===== config.mk =====
export PLATFORM = sky130hd
export DESIGN_NAME = uart_tx_fifo
export DESIGN_NICKNAME = d
export VERILOG_FILES = /design/src/rtl/uart_tx_fifo.sv
export SDC_FILE = /design/constraint.sdc
export NUM_CORES = 1
export LEC_CHECK = 0
export ABC_AREA = 1
export CAP_MARGIN = 20
export CORE_ASPECT_RATIO = 1.5
export CORE_MARGIN = 2
export CORE_UTILIZATION = 53
export DETAILED_ROUTE_END_ITERATION = 7
export GPL_ROUTABILITY_DRIVEN = 0
export PLACE_DENSITY = 0.77
export SETUP_SLACK_MARGIN = 0.05
export SLEW_MARGIN = 0
export SYNTH_ARGS = -nofsm -noshare
export SYNTH_HDL_FRONTEND = slang
export SYNTH_SLANG_ARGS = --single-unit

===== constraint.sdc =====
create_clock -name clk -period 1.8 [get_ports clk]
set_clock_uncertainty 0.2 [all_clocks]
set_input_delay 0.18 -clock clk [delete_from_list [all_inputs] [get_ports clk]]
set_output_delay 0.18 -clock clk [all_outputs]
set_load 0.01 [all_outputs]

===== src/rtl/uart_tx_fifo.sv =====
// UART transmitter fed by a first-word-fall-through FIFO. It pops one word per frame and sends
// start, DBIT data bits LSB-first, an optional parity bit and a stop period, paced by a 16x baud tick.
module uart_tx_fifo #(
    parameter int DBIT    = 8,
    parameter int SB_TICK = 16,
    parameter int PAR_EN  = 0,
    parameter int PAR_ODD = 0
) (
    input  logic            clk,
    input  logic            rst_n,
    input  logic            s_tick,
    input  logic            fifo_empty,
    input  logic [DBIT-1:0] fifo_r_data,
    output logic            fifo_rd,
    output logic            tx,
    output logic            tx_busy,
    output logic            tx_done_tick
);

    localparam int SW = $clog2(SB_TICK);
    localparam int NW = $clog2(DBIT);
    localparam logic [SW-1:0] S_BIT_LAST  = SW'(15);
    localparam logic [SW-1:0] S_STOP_LAST = SW'(SB_TICK - 1);
    localparam logic [NW-1:0] N_LAST      = NW'(DBIT - 1);
    localparam logic          P_INIT      = (PAR_ODD != 0);

    typedef enum logic [2:0] {IDLE, START, DATA, PARITY, STOP} state_t;

    state_t          state_q, state_d;
    logic [SW-1:0]   s_q, s_d;
    logic [NW-1:0]   n_q, n_d;
    logic [DBIT-1:0] b_q, b_d;
    logic            p_q, p_d;
    logic            tx_q, tx_d;

    always_ff @(posedge clk or negedge rst_n) begin
        if (!rst_n) begin
            state_q <= IDLE;
            s_q     <= '0;
            n_q     <= '0;
            b_q     <= '0;
            p_q     <= 1'b0;
            tx_q    <= 1'b1;
        end else begin
            state_q <= state_d;
            s_q     <= s_d;
            n_q     <= n_d;
            b_q     <= b_d;
            p_q     <= p_d;
            tx_q    <= tx_d;
        end
    end

    always_comb begin
        state_d = state_q;
        s_d     = s_q;
        n_d     = n_q;
        b_d     = b_q;
        p_d     = p_q;
        case (state_q)
            IDLE: begin
                if (!fifo_empty) begin
                    b_d     = fifo_r_data;
                    p_d     = P_INIT;
                    s_d     = '0;
                    n_d     = '0;
                    state_d = START;
                end
            end
            START: begin
                if (s_tick) begin
                    if (s_q == S_BIT_LAST) begin
                        s_d     = '0;
                        state_d = DATA;
                    end else begin
                        s_d = s_q + SW'(1);
                    end
                end
            end
            DATA: begin
                if (s_tick) begin
                    if (s_q == S_BIT_LAST) begin
                        s_d = '0;
                        p_d = p_q ^ b_q[0];
                        b_d = b_q >> 1;
                        if (n_q == N_LAST) begin
                            state_d = (PAR_EN != 0) ? PARITY : STOP;
                        end else begin
                            n_d = n_q + NW'(1);
                        end
                    end else begin
                        s_d = s_q + SW'(1);
                    end
                end
            end
            PARITY: begin
                if (s_tick) begin
                    if (s_q == S_BIT_LAST) begin
                        s_d     = '0;
                        state_d = STOP;
                    end else begin
                        s_d = s_q + SW'(1);
                    end
                end
            end
            STOP: begin
                if (s_tick) begin
                    if (s_q == S_STOP_LAST) begin
                        s_d     = '0;
                        state_d = IDLE;
                    end else begin
                        s_d = s_q + SW'(1);
                    end
                end
            end
            default: state_d = IDLE;
        endcase

        // Line level is chosen from the next state so tx changes on the same edge as the state.
        case (state_d)
            START:   tx_d = 1'b0;
            DATA:    tx_d = b_d[0];
            PARITY:  tx_d = p_d;
            default: tx_d = 1'b1;
        endcase
    end

    always_comb begin
        // Gated with rst_n so no pop escapes while reset is held with a non-empty FIFO.
        fifo_rd      = rst_n && (state_q == IDLE) && !fifo_empty;
        tx_busy      = (state_q != IDLE);
        tx_done_tick = (state_q == STOP) && s_tick && (s_q == S_STOP_LAST);
        tx           = tx_q;
    end

endmodule


# --- Word level (Yosys, flattened, before mapping) ---
# Index checks and enable logic that the tools add are counted.
word_totals:
  register_bits: 20
  in_bits: 12
  out_inout_bits: 4
  word_cells: 66
classes:
  add_sub_neg: 2
  eq_ne: 14
  n_mux: 29
  n_bitwise: 1
  reduce_logical: 13
ops:
  columns: ["cell", "count"]
  rows:
  - ["3-bit two-way mux", 14]
  - ["8-bit two-way mux", 3]
  - ["8-bit one-hot mux with 2 select lines", 1]
  - ["3-bit one-hot mux with 5 select lines", 1]
  - ["3-bit by 2-bit == test with 1-bit output, second input constant", 4]
  - ["4-bit two-way mux", 3]
  - ["2-bit inequality test, second input constant", 4]
  - ["4-bit one-hot mux with 2 select lines", 1]
  - ["3-bit by 1-bit == test with 1-bit output, second input constant", 2]
  - ["3-bit == test, second input constant", 2]
  - ["3-bit one-hot mux with 2 select lines", 1]
  - ["5-bit AND reduction", 1]
  - ["4-bit by 1-bit adder with 4-bit output, second input constant", 1]
  - ["4-bit == test, second input constant", 1]
  - ["1-bit logical AND", 4]
  - ["4-bit AND reduction", 1]
  - ["2-bit nonzero test", 2]
  - ["4-bit OR reduction", 1]
  - ["3-bit by 1-bit adder with 3-bit output, second input constant", 1]
  - ["3-bit zero test", 1]
  - ["1-bit two-way mux", 3]
  - ["1-bit one-hot mux with 3 select lines", 1]
  - ["3-bit AND reduction", 1]
  - ["3-bit nonzero test", 1]
  - ["other kinds (4)", 4]

# --- Depth between registers and ports, before layout ---
# Gate-level depths: netlist (run 1).
depth:
  depth_word: 7
  mapped_depth: 10
  depth_no_buf: 10

# --- Worst setup path after synthesis (run 1) ---
# Ideal clock, no wire load.
synth_path:
  path_kind: "register -> register"
  startpoint: "reg s_q[0]"
  endpoint: "reg b_q[2]"
  t_arrival_ns: 1.235
  required_ns: 1.470
  path_slack_ns: 0.234
  stages_incl_launch_ff: 9
  cell_sequence: "dfrtp_1 ha_1 nand3_2 nor2_4 nand2_2 nand2_4 inv_2 nand2_1 o211ai_1"
synth_between:
  elab_chain_cells: 3
synth_rtl:
  columns: ["item", "line", "source"]
  rows:
  - ["start: declaration", "30", "logic [SW-1:0] s_q, s_d;"]
  - ["start signal: assignment", "39", "s_q <= '0;"]
  - ["start signal: assignment", "46", "s_q <= s_d;"]
  - ["4-bit == test", "82", "if (s_q == S_BIT_LAST) begin"]
  - ["2-bit inequality test (no source line)", null, null]
  - ["4-bit AND reduction (no source line)", null, null]
  - ["end signal: assignment", "41", "b_q <= '0;"]
  - ["end signal: assignment", "48", "b_q <= b_d;"]
  - ["end: declaration", "32", "logic [DBIT-1:0] b_q, b_d;"]
# Every way passes these cells.
# A chain may end at the register's enable or synchronous reset.

# --- Worst setup path after layout (run 1) ---
layout_path:
  startpoint: "reg s_q[0]"
  endpoint: "reg b_q[4]"
# The elaborated chain is that of the path after synthesis.

==> results.py, run 1 <==
metrics = {
    "power_and_ir_drop": {
        "design_power_total_w": 0.001994,
        "p_switching_w": 0.0008092,
        "p_int_w": 0.001185,
        "power_density_mw_per_mm2": 1274,
        "p_leak_nw": 0.7957,
        "p_clk_frac": 0.133,
        "switching_share": 0.4058,
        "seqPwrFrac": 0.372,
        "peakVddDrop_uv": 867.9,
        "p_comb_frac": 0.495,
    },
    "floorplan": {
        "ioPinCount": 16,
        "die_h_microns": 61.91,
        "start_util": 0.5433,
        "rows": 21,
        "die-area_sq_mm": 0.002638,
        "fp.coreArea_sq_mm": 0.002181,
        "die_w_microns": 42.61,
    },
    "grt": {
        "grt_pass1_vias": 1083,
        "grt_use_total": 0.2125,
        "grt_max_degree": 21,
        "overflow": 0,
        "antenna_found_initial": 0,
        "grt_pass1_wl_mm": 4.264,
    },
    "critical_path": {
        "cp.arrival_ns": 1.72,
        "crit_fanout": 6,
        "worstSetupStartpointType": "flip-flop",
        "worstPathRequired_ns": 1.80,
        "path_common_cell": "nand2_4",
        "path_cells": "ha_2 -> buf_4 -> nand3_4 -> nor2_4 -> nand2_4 -> nand2_4 -> inv_2 -> nand2_1 -> o211ai_1",
        "critPathSlowestCell": "dfrtp_1",
        "end_kind": "flip-flop",
        "crit_type": "reg -> reg",
        "slowest_delay_ns": 0.40,
    },
    "routing": {
        "antenna_left": 0,
        "wl_per_cell_microns": 12.56,
        "post-route-drc-count": 0,
        "vias_per_cell": 5.442,
        "routed_wl_mm": 2.588,
        "drt_iter0_markers": 25,
        "vias": 1121,
        "first_pass_iters": 5,
    },
    "sta": {
        "fin_crit_sh": 0.9540,
        "slew_viol_final": 0,
        "setup_ws_ns": 0.08286,
        "setup_viol": 0,
        "worst_pin_slew_ns": 0.2591,
        "min_period_ns": 1.717,
        "rsz0062_at_grt": "true",
        "hold_viol_final": 0,
        "max-slew-margin-rel": 0.8273,
        "fin_hold_ws_ns": 0.02804,
        "clock.fmax_mhz": 582.4,
    },
    "place": {
        "port_buffers": 15,
        "hpwl_mm": 2.035,
        "dp_slack_ns": -0.08759,
        "place_area_sq_mm": 0.001476,
    },
    "logic_synthesis": {
        "ys_seq_area_frac": 0.4234,
        "yosys_warnings": 0,
        "netlist_top_cells_area": "dfrtp_1 (40%), nand2_1 (14%), nand3_1 (6.3%)",
        "synth_edf_count": 0,
        "syn_area_sq_mm": 0.001185,
        "synth_common_cells": "nand2_1 (45), dfrtp_1 (19), nand3_1 (15), inv_1 (12), nor2_1 (7)",
        "synth_top_area_share": 0.4013,
        "synth.most_common_cell": "nand2_1",
        "yosys.cell_types.count": 27,
        "yosysTopAreaCell": "dfrtp_1",
        "syn_nets": 160,
        "synth_seq_cells": 20,
        "ys.flop_type": "dfrtp_1",
        "avgSynthCellArea_sq_um": 8.172,
        "synthCells": 145,
        "async_flop_share": 1.000,
    },
    "cells_and_area": {
        "antenna_cells": 0,
        "drive_above_1_share": 0.3005,
        "layout.nets": 199,
        "stdcell_area_sq_mm": 0.001565,
        "area_growth_pct": 32.10,
        "final_util": 0.7177,
    },
    "job": {
        "maxCapViolations": 0,
    },
    "run_status": {
        "outcome": "completed",
    },
    "cts": {
        "cts_buffer_depth": 2,
        "cts-root-buf": "clkbuf_4",
        "path_clk_slew_ns": 0.11,
        "cts_buffers": 3,
        "cts_tree": "yes",
        "clock_latency_ns": 0.31,
        "htree_num_levels": 1,
        "cts.sinks": 20,
    },
    "worst_hold_path": {
        "worst_hold_path_type": "in -> async",
    },
}
[cells by family (layout without fill, tap and decap cells)]
logic type / Yosys count / count (layout) / synth area share
and+or+nand+nor: 84 / 84 / 0.3643
DFF: 20 / 20 / 0.4234
buffers and inverters: 20 / 58 / 0.06969
AOI/OAI and AO/OA: 17 / 17 / 0.1035
adders and majority gates: 3 / 3 / 0.03168
xor gates and xnor gates: 1 / 1 / 0.007393
[power by group through the flow]
| stage | registers, W | logic [W] | clock network, W |
|---|---|---|---|
| 2_1_floorplan | 0.000732 | 0.000597 | 0 |
| 3_3_place_gp | 0.000731 | 0.000888 | 0 |
| 3_5_place_dp | 0.000745 | 0.000920 | 0 |
| 4_1_cts | 0.000734 | 0.000925 | 0.000273 |
| 5_1_grt | 0.000760 | 0.00110 | 0.000281 |
| 6_report | 0.000742 | 0.000986 | 0.000266 |
[worst max-delay path: cells and delay by family, from the launching register on]
kind	cells	cell delay, ns
AO/OA/AOI/OAI	1	0.08
adder cells (fa/ha/maj)	1	0.19
buffers and inverters	2	0.18
flip-flops	1	0.40
AND/OR/NAND/NOR	5	0.57
[registers in the layout, summed over array words and instances, names as in the netlist]
signal / flops
b_q: 8
n_q: 3
p_q: 1
s_q: 4
state_q: 3
tx: 1
[stage by stage]
| stage | std cells | setup TNS, ns |
|---|---|---|
| 6_report | 206 | 0 |
| 3_3_place_gp | 198 | -0.09749 |
| 2_1_floorplan | 145 | 0 |
| 5_1_grt | 206 | 0 |
| 3_5_place_dp | 198 | -0.1042 |
| 4_1_cts | 203 | 0 |
[repair_timing]
action,4_1_cts,5_1_grt
setup endpoints to repair,4,11
buffers inserted,1,3
pin swaps,1,4
hold buffers,0,0
resized for setup,12,7
[routing by layer]
| metal | global-route usage | up-vias | routed length (microns) |
|---|---|---|---|
| met5 | 0 | - | 0 |
| met4 | 0.09821 | 0 | 74 |
| met3 | 0.03468 | 9 | 111 |
| met2 | 0.4220 | 26 | 1388 |
| met1 | 0.2169 | 536 | 1013 |
| li1 | - | 550 | - |
[final cells by class]
| cell class | instances | area [sq um] |
|---|---|---|
| flip-flops and latches | 20 | 501.7 |
| well taps | 23 | 28.78 |
| repair buffers | 35 | 292.8 |
| clock buffers | 4 | 36.28 |
| multi-input cells | 105 | 628.1 |
| inverters | 19 | 77.57 |
| fillers | 175 | 615.6 |
[placed cells by master, fill, tap and decap left out, types with 2 or more instances in the layout]
| cell type | instances |
|---|---|
| inv_2 | 4 |
| inv_1 | 12 |
| nand2_2 | 3 |
| nor2_1 | 6 |
| a21oi_1 | 2 |
| nand2_4 | 5 |
| clkdlybuf4s50_1 | 11 |
| o21ai_1 | 2 |
| buf_2 | 2 |
| o221ai_1 | 2 |
| nor2_4 | 4 |
| dfrtp_1 | 19 |
| buf_4 | 19 |
| clkbuf_4 | 3 |
| nand4_1 | 2 |
| nand2_1 | 45 |
| ha_1 | 2 |
| nand3_2 | 2 |
| inv_4 | 2 |
| o21ai_2 | 4 |
| o211ai_1 | 4 |
| nand3_1 | 15 |
[path summary, 6_finish.rpt]
kind / start / endpoint / slack, ns / depth (start not counted)
max: s_q[0] / b_q[4] / 0.08 / 9
min: rst_n / state_q[2] / 0.03 / 2
max reg2reg: s_q[0] / b_q[4] / 0.08 / 9
min reg2reg: n_q[2] / n_q[2] / 0.30 / 2
max in group asynchronous: rst_n / tx / 1.11 / 2
min in group clk: fifo_r_data[7] / b_q[7] / 0.21 / 3
No activity file was read; power rests on OpenSTA's default activity.
==> run 2, diff against run 1 <==
--- a/config.mk
+++ b/config.mk
@@ -11,6 +11,6 @@
 export CORE_MARGIN = 2
-export CORE_UTILIZATION = 53
+export CORE_UTILIZATION = 50
 export DETAILED_ROUTE_END_ITERATION = 7
+export DONT_BUFFER_PORTS = 1
 export GPL_ROUTABILITY_DRIVEN = 0
-export PLACE_DENSITY = 0.77
 export SETUP_SLACK_MARGIN = 0.05
--- a/constraint.sdc
+++ b/constraint.sdc
@@ -4,2 +4,2 @@
 set_output_delay 0.18 -clock clk [all_outputs]
-set_load 0.01 [all_outputs]
+set_load 0.1 [all_outputs]
==> run 2 against run 1 <==
  * Total power up 5.2%
  * Setup slack got worse by 0.074 ns
  * Global-route usage fell by 0.73 points
  * Wire length shrank 2.4%
  * Critical endpoint is now tx_done_tick
==> results.py, run 2 (synthesis gave the netlist of run 1 again) <==
metrics = {
    "run_status": {
        "outcome": "completed",
    },
    "sta": {
        "setup_viol": 0,
        "slew_viol_final": 0,
        "max-slew-margin-rel": 0.4072,
        "tns_ns": 0,
        "hold_viol_final": 0,
        "worst_pin_slew_ns": 0.8863,
        "fin_crit_sh": 0.9950,
        "rsz0062_at_grt": "true",
        "clock.fmax_mhz": 558.3,
        "min_period_ns": 1.791,
    },
    "routing": {
        "antenna_left": 0,
        "first_pass_iters": 4,
        "vias": 1039,
        "vias_per_cell": 5.301,
        "routed_wl_mm": 2.525,
        "drt_iter0_markers": 31,
        "wl_per_cell_microns": 12.88,
        "post-route-drc-count": 0,
    },
    "grt": {
        "grt_use_total": 0.2052,
        "antenna_found_initial": 0,
        "grt_pass1_wl_mm": 4.436,
        "grt_pass1_vias": 1073,
        "overflow": 0,
        "grt_max_degree": 21,
    },
    "cts": {
        "cts.sinks": 20,
        "htree_num_levels": 1,
        "clock_latency_ns": 0.30,
        "path_clk_slew_ns": 0.11,
        "cts-root-buf": "clkbuf_4",
        "cts_buffer_depth": 2,
        "cts_buffers": 3,
        "cts_tree": "yes",
    },
    "cells_and_area": {
        "mostFrequentLayoutCells": "nand2_1 (42), dfrtp_1 (17), nand3_1 (15), inv_1 (12), buf_4 (12)",
        "final_util": 0.6852,
        "area_growth_pct": 29.14,
        "final_common_cell": "nand2_1",
        "largest_reg_flops": 8,
        "layout.nets": 189,
        "antenna_cells": 0,
        "drive_above_1_share": 0.3064,
        "reg.largest.list": "b_q (8), s_q (4)",
        "largest_register": "b_q",
    },
    "place": {
        "port_buffers": 0,
        "hpwl_mm": 1.680,
    },
    "job": {
        "maxCapViolations": 0,
    },
    "floorplan": {
        "ioPinCount": 16,
        "rows": 21,
        "die_w_microns": 43.75,
        "die_h_microns": 63.62,
        "start_util": 0.5305,
        "fp.coreArea_sq_mm": 0.002233,
        "die-area_sq_mm": 0.002783,
    },
    "critical_path": {
        "worstSetupStartpointType": "flip-flop",
        "crit_fanout": 4,
        "cp.arrival_ns": 1.41,
        "end_kind": "output pin",
        "worstPathRequired_ns": 1.42,
        "crit_type": "reg -> out",
    },
    "power_and_ir_drop": {
        "peakVddDrop_uv": 742.5,
        "power_density_mw_per_mm2": 1371,
        "p_leak_nw": 0.7462,
    },
    "worst_hold_path": {
        "worst_hold_path_type": "in -> reg",
    },
}
run 2: changes by cell type in the layout (fill, tap and decap cells not counted), sizes merged:
cell / previous run / this run
clkdlybuf4s50: 11 / 0
clkdlybuf4s15: 1 / 0
dlygate4sd3: 0 / 11
buf: 22 / 14
dlygate4sd2: 1 / 0
run 2: where the power goes:
part	internal, W	switching, W	total, W
Sequential	0.000624	0.000208	0.000832
Combinational	0.000434	0.000619	0.00105
Clock	0.0000862	0.000127	0.000214
Total	0.00114	0.000955	0.00210
run 2: repair_timing:
item / 4_1_cts / 5_1_grt
pin swaps: 3 / 5
gates resized for setup: 4 / 8
setup buffers: 10 / 2
hold buffers: 11 / 0
endpoints found under the hold margin: 38 / 0
endpoints found under the setup margin: 4 / 10
run 2: metrics by stage:
step	setup WS [ns]	power [W]	cell area [sq um]	hold WS [ns]	instances
2_1_floorplan	-0.1560	0.001502	1200	-0.3156	145
3_3_place_gp	0.05148	0.001635	1269	-0.3152	170
3_5_place_dp	0.04735	0.001648	1269	-0.3152	170
4_1_cts	0.02550	0.002026	1488	0.0003446	195
5_1_grt	-0.06257	0.002260	1530	0.05219	196
6_report	0.008993	0.002099	1530	0.01089	196
run 2: final timing paths:
path                            start            to  slack (ns)  depth (start not counted)
max reg2reg                    s_q[1]        b_q[2]        0.16                          8
min in group asynchronous       rst_n        s_q[3]        0.23                          1
max in group asynchronous       rst_n    state_q[0]        0.55                          1
min reg2reg                    n_q[2]        n_q[2]        0.30                          2
min                        fifo_empty        b_q[0]        0.01                          4
max                            s_q[1]  tx_done_tick       0.009                          4
run 2: metal layers:
metal	up-vias	share of wire	global-route usage	wire (microns)
met2	23	0.52	0.3529	1308
met5	-	0	0	0
met4	0	0.013	0.06061	32
li1	525	-	-	-
met3	4	0.030	0.01719	75
met1	487	0.44	0.2652	1109
run 2: worst max-delay path, cell delays in order (launching register included):
cell and delay, ns:
dfrtp_1 0.42, ha_4 0.17, nand4_1 0.17, nor2_4 0.17, buf_12 0.18
run 2: cell type report:
class                   instances  area [sq um]
fillers                       183         703.2
multi-input cells             105         653.1
flip-flops and latches         20         504.2
repair buffers                 25         240.2
inverters                      19         77.57
well taps                      23         28.78
clock buffers                   4         26.28
==> run 3, diff against run 2 <==
CORE_MARGIN = unset   (was 2)
==> run 3 against run 2 <==
  * The flow now finishes with violations (setup timing)
  * Sequential share of layout area down 0.61 points
  * Largest cell class unchanged
  * Die area down 7.6%
  * Via count up 1.9%
==> results.py, run 3 (synthesis gave the netlist of run 1 again) <==
metrics = {
    "routing": {
        "wl_per_cell_microns": 13.10,
        "routed_wl_mm": 2.620,
        "drt_iter0_markers": 21,
        "vias": 1059,
        "vias_per_cell": 5.295,
        "first_pass_iters": 4,
        "antenna_left": 0,
        "post-route-drc-count": 0,
    },
    "sta": {
        "max-slew-margin-rel": 0.3716,
        "hold_viol_final": 0,
        "slew_viol_final": 0,
        "clock.fmax_mhz": 550.8,
        "min_period_ns": 1.815,
        "setup_viol": 1,
        "rsz0062_at_grt": "true",
        "fin_hold_ws_ns": 0.1405,
        "tns_ns": -0.01544,
        "fin_crit_sh": 1.009,
        "worst_pin_slew_ns": 0.9395,
        "setup_ws_ns": -0.01544,
    },
    "critical_path": {
        "crit_fanout": 4,
        "worstSetupStartpointType": "flip-flop",
        "crit_type": "reg -> out",
        "cp.arrival_ns": 1.44,
        "r2r_start": "s_q[1]",
        "regToRegEndpoint": "tx",
        "rrSetupSlack_ns": 0.07,
        "end_kind": "output pin",
        "reg2reg_depth": 10,
        "worstPathRequired_ns": 1.42,
    },
    "floorplan": {
        "die_w_microns": 41.75,
        "die-area_sq_mm": 0.002572,
        "start_util": 0.5305,
        "ioPinCount": 16,
        "die_h_microns": 61.62,
        "rows": 21,
        "fp.coreArea_sq_mm": 0.002233,
    },
    "power_and_ir_drop": {
        "design_power_total_w": 0.002102,
        "peakVddDrop_uv": 767.1,
        "p_leak_nw": 0.7627,
        "power_density_mw_per_mm2": 1352,
    },
    "grt": {
        "grt_max_degree": 21,
        "grt_use_total": 0.2313,
        "grt_pass1_vias": 1040,
        "grt_pass1_wl_mm": 4.429,
        "overflow": 0,
        "antenna_found_initial": 0,
    },
    "cells_and_area": {
        "fillerInstances": 200,
        "mostFrequentLayoutCells": "nand2_1 (43), dfrtp_1 (18), nand3_1 (15), buf_4 (15)",
        "antenna_cells": 0,
        "layout.nets": 193,
        "final_common_cell": "nand2_1",
        "reg.largest.list": "b_q (8), s_q (4)",
        "area_growth_pct": 31.26,
        "largest_register": "b_q",
        "drive_above_1_share": 0.3051,
        "stdcell_area_sq_mm": 0.001555,
        "largest_reg_flops": 8,
    },
    "job": {
        "maxCapViolations": 0,
    },
    "worst_hold_path": {
        "worst_hold_startpoint": "fifo_empty",
        "worst_hold_path_type": "in -> reg",
        "hold_end": "b_q[0]",
        "holdPathStages": 5,
    },
    "run_status": {
        "violations": "setup timing",
        "outcome": "finished, violations left",
    },
    "place": {
        "place_area_sq_mm": 0.001276,
        "port_buffers": 0,
        "hpwl_mm": 1.674,
    },
    "cts": {
        "cts_tree": "yes",
        "path_clk_slew_ns": 0.11,
        "cts-root-buf": "clkbuf_4",
        "cts.sinks": 20,
        "cts_buffers": 3,
        "clock_latency_ns": 0.29,
        "htree_num_levels": 1,
        "cts_buffer_depth": 2,
    },
}
## run 3: metrics by stage
| step | setup slack [ns] | util | instances |
|---|---|---|---|
| after floorplan | -0.1560 | - | 145 |
| after CTS | 0.01834 | 0.6689 | 196 |
| after detailed placement | 0.03924 | 0.5714 | 171 |
| after global routing | -0.07584 | 0.6964 | 200 |
| after global placement | 0.05951 | 0.5714 | 171 |
| final | -0.01544 | 0.6964 | 200 |
## run 3: cell type report
| cell class | count | area, sq um | area share |
|---|---|---|---|
| Sequential cell | 20 | 503.0 | 0.3234 |
| Clock buffer | 4 | 26.28 | 0.01689 |
| Inverter | 19 | 77.57 | 0.04988 |
| Tap cell | 23 | 28.78 | 0.01850 |
| Timing Repair Buffer | 29 | 272.8 | 0.1754 |
| Multi-Input combinational cell | 105 | 646.9 | 0.4159 |
## run 3: timing repair
action | in CTS | in global routing
hold endpoints to repair | 38 | 1
hold buffers | 11 | 1
buffers inserted | 10 | 3
resized for setup | 3 | 6
pin swaps | 3 | 8
endpoints found under the setup margin | 4 | 14
## run 3: worst max-delay path by stage
| stage | from | to | slack (ns) | depth (start not counted) |
|---|---|---|---|---|
| global placement | s_q[0] | b_q[2] | 0.06 | 8 |
| global route | s_q[1] | tx_done_tick | -0.08 | 4 |
| detailed placement | s_q[0] | b_q[2] | 0.04 | 8 |
| CTS | state_q[1] | fifo_rd | 0.02 | 6 |
| finish | s_q[1] | tx_done_tick | -0.02 | 4 |
| floorplan | state_q[0] | fifo_rd | -0.16 | 5 |
## run 3: metal layers
metal / vias up / share of wire / global-route usage
met4: 0 / 0.0088 / 0.1106
met3: 2 / 0.023 / 0.02639
met5: - / 0 / 0
li1: 540 / - / -
met2: 21 / 0.55 / 0.4397
met1: 496 / 0.42 / 0.2574
## run 3: critical path: stages (launching register included)
cell and delay (ns):
dfrtp_1 0.42, ha_4 0.17, nand4_1 0.19, nor2_4 0.18, buf_12 0.18
## run 3: report_power, final
| part | internal [W] | leakage (nW) | switching [W] |
|---|---|---|---|
| sequential | 0.000621 | 0.251 | 0.000203 |
| combinational | 0.000438 | 0.496 | 0.000621 |
| clock | 0.0000862 | 0.0150 | 0.000131 |
